==> config.mk <==
export PLATFORM = sky130hd
export DESIGN_NAME = stream_take_sum
export DESIGN_NICKNAME = d
export VERILOG_FILES = /design/src/rtl/stream_take_sum.sv
export SDC_FILE = /design/constraint.sdc
export NUM_CORES = 1
export LEC_CHECK = 0
export BUFFER_PORTS_ARGS = -buffer_cell sky130_fd_sc_hd__buf_4
export CORE_AREA = 2 2 63 65
export CTS_CLUSTER_SIZE = 20
export DETAILED_ROUTE_END_ITERATION = 8
export DIE_AREA = 0 0 65 67
export GPL_TIMING_DRIVEN = 0
export PLACE_DENSITY = 0.74
export SETUP_SLACK_MARGIN = 0.3
export SYNTH_ARGS = -nofsm -noshare
export SYNTH_HDL_FRONTEND = slang
export SYNTH_SLANG_ARGS = --single-unit
==> constraint.sdc <==
create_clock -name clk -period 1.89 [get_ports clk]
set_input_delay 0.2835 -clock clk [delete_from_list [all_inputs] [get_ports clk]]
set_output_delay 0.2835 -clock clk [all_outputs]
set_load 0.005 [all_outputs]
==> src/rtl/stream_take_sum.sv <==
// Pulls N elements from a stream after a start handshake and returns their sum.
// Define STREAM_TAKE_SUM_SAT_EN to saturate the accumulator instead of wrapping.
module stream_take_sum #(
  parameter int unsigned intN = 8,
  parameter int unsigned CNTW = intN
) (
  input  logic            clk,
  input  logic            rst,
  input  logic            in_valid,
  output logic            in_ready,
  input  logic [intN-1:0] dIn,
  input  logic [intN-1:0] sIn,
  input  logic            sIn_valid,
  output logic            sIn_ready,
  output logic            out_valid,
  input  logic            out_ready,
  output logic [intN-1:0] dOut
);

  typedef enum logic [1:0] {StIdle, StRun, StDone} state_e;

  state_e          r_state;
  logic [CNTW-1:0] r_cnt;
  logic [intN-1:0] r_acc;
  logic [intN-1:0] r_dout;
  logic            r_in_ready;
  logic            r_sin_ready;
  logic            r_out_valid;

  logic [CNTW-1:0] w_start_cnt;
  logic [intN-1:0] w_sum;

  // Negative counts collapse to zero.
  assign w_start_cnt = dIn[intN-1] ? '0 : CNTW'(dIn);

`ifdef STREAM_TAKE_SUM_SAT_EN
  logic [intN:0] w_wide;
  assign w_wide = {r_acc[intN-1], r_acc} + {sIn[intN-1], sIn};
  always_comb begin
    w_sum = w_wide[intN-1:0];
    if (w_wide[intN] != w_wide[intN-1]) begin
      w_sum = w_wide[intN] ? {1'b1, {(intN-1){1'b0}}} : {1'b0, {(intN-1){1'b1}}};
    end
  end
`else
  assign w_sum = r_acc + sIn;
`endif

  always_ff @(posedge clk or posedge rst) begin
    if (rst) begin
      r_state     <= StIdle;
      r_cnt       <= '0;
      r_acc       <= '0;
      r_dout      <= '0;
      r_in_ready  <= 1'b1;
      r_sin_ready <= 1'b0;
      r_out_valid <= 1'b0;
    end else begin
      unique case (r_state)
        StIdle: begin
          if (in_valid) begin
            r_acc      <= '0;
            r_cnt      <= w_start_cnt;
            r_dout     <= '0;
            r_in_ready <= 1'b0;
            if (w_start_cnt == '0) begin
              r_state     <= StDone;
              r_out_valid <= 1'b1;
            end else begin
              r_state     <= StRun;
              r_sin_ready <= 1'b1;
            end
          end
        end
        StRun: begin
          if (sIn_valid) begin
            r_acc <= w_sum;
            r_cnt <= r_cnt - CNTW'(1);
            if (r_cnt == CNTW'(1)) begin
              r_state     <= StDone;
              r_dout      <= w_sum;
              r_sin_ready <= 1'b0;
              r_out_valid <= 1'b1;
            end
          end
        end
        StDone: begin
          if (out_ready) begin
            r_state     <= StIdle;
            r_dout      <= '0;
            r_out_valid <= 1'b0;
            r_in_ready  <= 1'b1;
          end
        end
        default: begin
          r_state     <= StIdle;
          r_dout      <= '0;
          r_in_ready  <= 1'b1;
          r_sin_ready <= 1'b0;
          r_out_valid <= 1'b0;
        end
      endcase
    end
  end

  assign in_ready  = r_in_ready;
  assign sIn_ready = r_sin_ready;
  assign out_valid = r_out_valid;
  assign dOut      = r_dout;

endmodule

==> results of run 1 <==
-- worst max-delay path: cells and delay by family, from the launching register on --
family,cells,cell delay (ns)
simple gates,2,0.70
compound gates,3,0.58
flops,1,0.42
fa+ha+maj,1,0.24
-- power by group --
| part | leakage (nW) | total (mW) | internal, mW | switching, mW |
|---|---|---|---|---|
| logic | 0.765 | 2.92 | 1.47 | 1.45 |
| clock network | 0.0585 | 0.697 | 0.430 | 0.267 |
| registers | 0.379 | 1.20 | 0.897 | 0.308 |
-- cells by family (layout without fill, tap and decap cells) --
| group | count (synthesis) | after routing | share of synthesized area [%] |
|---|---|---|---|
| compound gates | 63 | 63 | 23.7 |
| fa+ha+maj | 10 | 10 | 7.42 |
| flops | 29 | 29 | 40.7 |
| mux | 1 | 1 | 0.630 |
| buf+inv | 16 | 77 | 4.27 |
| simple gates | 69 | 69 | 20.4 |
| xor+xnor | 6 | 6 | 2.94 |
-- sequential cells by signal, summed over array words and instances (netlist names) --
| register | flops |
|---|---|
| r_acc | 8 |
| sIn_ready | 1 |
| out_valid | 1 |
| dOut | 8 |
| in_ready | 1 |
| r_state | 2 |
| r_cnt | 8 |
-- metrics by stage --
step,hold WS (ns),utilization [%],cell area (sq um),setup WS [ns]
global placement,0.467,59.0,2130,-0.197
detailed placement,0.475,59.0,2130,-0.203
floorplan,0.361,-,1830,-0.123
CTS,0.283,69.4,2500,-0.135
global route,0.296,75.1,2710,-0.204
finish,0.278,75.1,2710,-0.156
-- cells in the final DEF (no fill, tap or decap), drive strengths merged, types with 3 or more instances in the layout --
master   n
ha       9
nor3     5
o31ai    9
clkbuf  11
nand2b   3
nand2   30
nor4     3
dfrtp   28
buf     57
nor2    11
a21oi   14
o21ai   20
nor2b    5
xnor2    4
or4      3
inv      8
-- cell type report --
cell class,count,area (sq um),area share (%)
flip-flops and latches,29,728,26.9
inverters,8,30.0,1.11
well taps,48,60.1,2.22
plain buffers,8,63.8,2.36
repair buffers,53,459,17.0
multi-input cells,149,1250,46.2
clock buffers,7,86.3,3.19
clock inverters,1,30.0,1.11
-- how the worst min path moves through the flow --
stage	from	endpoint	slack [ns]	cells past startpoint
floorplan	rst	dOut[0]	0.36	1
global placement	r_acc[6]	r_acc[6]	0.47	2
detailed placement	r_acc[4]	r_acc[4]	0.47	2
CTS	dIn[0]	r_cnt[0]	0.28	3
global route	dIn[0]	r_cnt[0]	0.30	3
finish	rst	r_acc[0]	0.28	2
-- synthesized netlist by cell type (2+ instances only) --
cell type / count / share of area (%)
a21o_1: 2 / 0.84
a21oi_1: 13 / 3.6
a22o_1: 2 / 0.98
a31oi_1: 2 / 0.70
a32oi_1: 2 / 0.98
buf_4: 2 / 0.84
clkbuf_1: 4 / 0.84
dfrtp_1: 28 / 39
ha_1: 9 / 6.3
inv_1: 8 / 1.7
nand2_1: 30 / 6.3
nand2b_1: 3 / 1.0
nand3_1: 2 / 0.56
nor2_1: 11 / 2.3
nor2b_1: 5 / 1.7
nor3_1: 5 / 1.4
nor4_1: 2 / 0.70
o21a_1: 2 / 0.84
o21ai_0: 20 / 5.6
o21bai_1: 2 / 0.84
o31ai_1: 6 / 2.5
o31ai_2: 3 / 2.1
or4_1: 3 / 1.3
xnor2_1: 4 / 2.0
xor2_1: 2 / 0.98
-- metal layers --
layer | wire length, um | vias up | track usage (%)
met3 | 249 | 12 | 7.60
li1 | - | 821 | -
met4 | 91 | 0 | 8.51
met1 | 2310 | 879 | 30.0
met5 | 0 | - | 0
met2 | 2740 | 63 | 42.5
-- timing repair --
item / CTS / global route
pin swaps: 13 / 23
setup endpoints to repair: 22 / 22
setup buffers: 13 / 8
gates cloned: 1 / 0
gates resized for setup: 30 / 37
==> flow_summary.json, run 1 <==
{
  "syn_avg_cell_area_sq_um": 9.22,
  "violations": "setup timing",
  "hpwl_mm": 3.05,
  "path_clk_slew_ns": 0.07,
  "cts_buffers": 5,
  "ys_seq_area_share_pct": 40.7,
  "timing.final.ws_setup_ns": -0.156,
  "synth-seq-cells": 29,
  "ir_drop_v": 0.000934,
  "place_inst": 273,
  "relSlewSlack_pct": 25.1,
  "layout-drive-gt1-share_pct": 43.5,
  "worstMarginPinSlew_ns": 1.12,
  "p_leak_nw": 1.20,
  "ys_types": 47,
  "dr_total_vias": 1775,
  "slowest_stage": "or4_4",
  "clock_sinks": 29,
  "period_needed_ns": 2.05,
  "drtAntennaViolNets": 0,
  "crit_end": "dOut[7]",
  "clock_skew_ns": 0.00372,
  "p_total_mw": 4.82,
  "fin_cells": 303,
  "slew_viol_final": 0,
  "synth_area_sq_um": 1790,
  "maxCapViolations": 0,
  "yosys_most_used_dff": "dfrtp_1",
  "synth_enable_flop_cells": 0,
  "synth_warnings": 0,
  "via_per_inst": 5.86,
  "hold_viol_final": 0,
  "powerDensity_nw_per_um2": 1780,
  "clock.fmax_mhz": 489,
  "critical_path.max_stage_delay_ns": 0.49,
  "cts_hold_buf": 0,
  "clkLatencyLatePin_ns": 0.29,
  "grt_usage_pct": 25.0,
  "num-fill-cells": 244,
  "crit_chain": "ha_4, a211oi_4, o31ai_4, and4b_4, or4_4, a32o_1",
  "outcome": "complete, but fails checks",
  "ff2ff_path_depth": 6,
  "clock_path_buffers": 2,
  "path_max_fanout": 3,
  "dieArea_sq_um": 4360,
  "drcViolationCount": 0,
  "nets": 285,
  "routedWlPerCell_um": 17.8,
  "rr_endpoint": "dOut[7]",
  "r2r-start": "r_acc[1]",
  "drt_iter0_drc": 144,
  "finalCritPeriodShare_pct": 108,
  "arrival_ns": 2.22,
  "ios": 32,
  "synth_cells": 194,
  "antenna_cells": 0,
  "hp-class": "input port to asynchronous set/reset pin",
  "die_height_um": 67,
  "syn_nets": 225,
  "r2r_setup_slack_ns": -0.16,
  "start_util_pct": 49.6,
  "syn_to_final_growth_pct": 51.5,
  "routabilityCongestion": 0.835,
  "drt_first_pass_iters": 4,
  "crit_type": "register to register",
  "start_kind": "register",
  "cp.required_ns": 2.07,
  "antenna_found_initial": 0,
  "rsz0062_at_grt": "yes",
  "cts_tree": "built",
  "startpoint": "r_acc[1]",
  "root_buffer": "clkbuf_8",
  "grt_pass1_vias": 1708,
  "end_kind": "register",
  "core_area_sq_um": 3610,
  "grt_max_degree": 30,
  "port_buffers": 31,
  "ys_async_sr_fraction_pct": 100,
  "grt_pass1_wl_mm": 8.09,
  "htree_levels": 2,
  "rows": 22,
  "tns_ns": -0.295,
  "grt-ovfl-total": 0,
  "drt_wl_total_mm": 5.39,
  "fp.dieW_um": 65,
  "setup_viol": 3
}
No activity file was read; power rests on OpenSTA's default activity.
==> run 2: changes to the inputs <==
- RECOVER_POWER: unset -> 100
==> run 2 against run 1 <==
The flow still finishes with violations (setup timing). Non-clock buffer count did not move. Wire length rose by 0.50%. Worst hold slack got worse by 0.00095 ns. Final cell count did not move. Largest cell class unchanged. Highest routed layer unchanged.
==> flow_summary.json, run 2 (synthesis gave the netlist of run 1 again) <==
{
  "crit_chain": "ha_4, a211oi_4, o31ai_4, and4b_4, or4_4, a32o_1",
  "routedWlPerCell_um": 17.9,
  "fp.dieW_um": 65,
  "powerDensity_nw_per_um2": 1780,
  "start_kind": "register",
  "syn_to_final_growth_pct": 51.5,
  "start_util_pct": 49.6,
  "setup_viol": 4,
  "timing.final.ws_setup_ns": -0.164,
  "final_common_cell": "buf_4",
  "grt-ovfl-total": 0,
  "critical-path-top-delay-family": "simple AND/OR/NAND/NOR gates",
  "startpoint": "r_acc[1]",
  "grt_max_degree": 30,
  "critPathBufInv": 0,
  "drt_wl_total_mm": 5.42,
  "htree_levels": 2,
  "fin_util_pct": 75.1,
  "outcome": "complete, but fails checks",
  "ir_drop_v": 0.000943,
  "ios": 32,
  "cts_hold_buf": 0,
  "layout-drive-gt1-share_pct": 43.5,
  "rsz0062_at_grt": "yes",
  "hold_viol_final": 0,
  "dr_total_vias": 1759,
  "clock_skew_ns": 0.00450,
  "die_height_um": 67,
  "mostFrequentLayoutCells": "buf_4, dfrtp_1, nand2_1",
  "relSlewSlack_pct": 25.4,
  "routabilityCongestion": 0.835,
  "drtAntennaViolNets": 0,
  "core_area_sq_um": 3610,
  "clock_path_buffers": 2,
  "path_max_fanout": 3,
  "clock.fmax_mhz": 487,
  "clock_sinks": 29,
  "drcViolationCount": 0,
  "hpwl_mm": 3.05,
  "hp-class": "input port to asynchronous set/reset pin",
  "grt_pass1_wl_mm": 8.09,
  "dieArea_sq_um": 4360,
  "grt_usage_pct": 25.0,
  "end_kind": "register",
  "worstMarginPinSlew_ns": 1.12,
  "antenna_found_initial": 0,
  "slew_viol_final": 0,
  "crit_type": "register to register",
  "grt_pass1_vias": 1708,
  "antenna_cells": 0,
  "cts_tree": "built",
  "drt_first_pass_iters": 4,
  "p_leak_nw": 1.20,
  "nets": 285,
  "maxCapViolations": 0,
  "worst_hold_slack_ns": 0.278,
  "port_buffers": 31,
  "via_per_inst": 5.81,
  "clkLatencyLatePin_ns": 0.29,
  "drt_iter0_drc": 130,
  "violations": "setup timing",
  "root_buffer": "clkbuf_8",
  "path_clk_slew_ns": 0.07,
  "cp.required_ns": 2.07,
  "arrival_ns": 2.23,
  "period_needed_ns": 2.05,
  "cts_buffers": 5,
  "rows": 22,
  "r2r-start": "r_acc[1]",
  "slowest_stage": "or4_4",
  "critical_path.max_stage_delay_ns": 0.49,
  "finalCritPeriodShare_pct": 109
}
run 2: cell count changes in the layout (fill, tap and decap cells not counted), sizes merged:
cell,delta
buf,-5
clkbuf,+5
run 2: worst register-to-register path, delay by kind of cell (launching register included):
kind	cells	cell delay, ns
AOI/OAI and AO/OA	3	0.58
DFF	1	0.41
and+or+nand+nor	2	0.70
adders and majority gates	1	0.24
run 2: repair_timing:
action                     4_1_cts  5_1_grt
pin swaps                       13       23
setup endpoints to repair       22       22
setup buffers                   13        8
gates cloned                     1        0
resized for setup               30       37
run 2: final timing paths:
check                       endpoint  slack (ns)  cells after the start
setup / recovery             dOut[7]       -0.16                      6
hold / removal              r_acc[0]        0.28                      2
setup reg to reg             dOut[7]       -0.16                      6
hold reg to reg            sIn_ready        0.49                      2
max in group asynchronous   r_cnt[2]        0.86                      2
min in group clk            r_cnt[0]        0.28                      3
run 2: area by class of cell:
class	count	area (sq um)
Timing Repair Buffer	53	459
Tap cell	48	60.1
Clock inverter	1	30.0
Clock buffer	7	86.3
Sequential cell	29	728
Inverter	8	30.0
Fill cell	244	897
Buffer	8	63.8
Multi-Input combinational cell	149	1250
run 2: power breakdown:
group / internal (mW) / switching (mW) / total [mW]
clock: 0.430 / 0.272 / 0.702
combinational: 1.47 / 1.45 / 2.92
sequential: 0.897 / 0.306 / 1.20
run 2: metrics by stage:
| step | cell area, sq um | TNS (ns) | worst slack, ns | std cells | power [mW] |
|---|---|---|---|---|---|
| 3_5_place_dp | 2130 | -0.612 | -0.203 | 273 | 3.02 |
| 5_1_grt | 2710 | -0.659 | -0.204 | 303 | 5.12 |
| 6_report | 2710 | -0.320 | -0.164 | 303 | 4.83 |
| 2_1_floorplan | 1830 | -0.132 | -0.123 | 194 | 2.47 |
| 4_1_cts | 2500 | -0.251 | -0.135 | 295 | 4.22 |
| 3_3_place_gp | 2130 | -0.581 | -0.197 | 273 | 2.97 |
run 2: routing by layer:
layer	wire (um)	global-route usage (%)	vias up
li1	-	-	819
met1	2330	30.0	866
met2	2730	42.5	62
met3	260	7.60	12
met4	99	8.51	0
met5	0	0	-
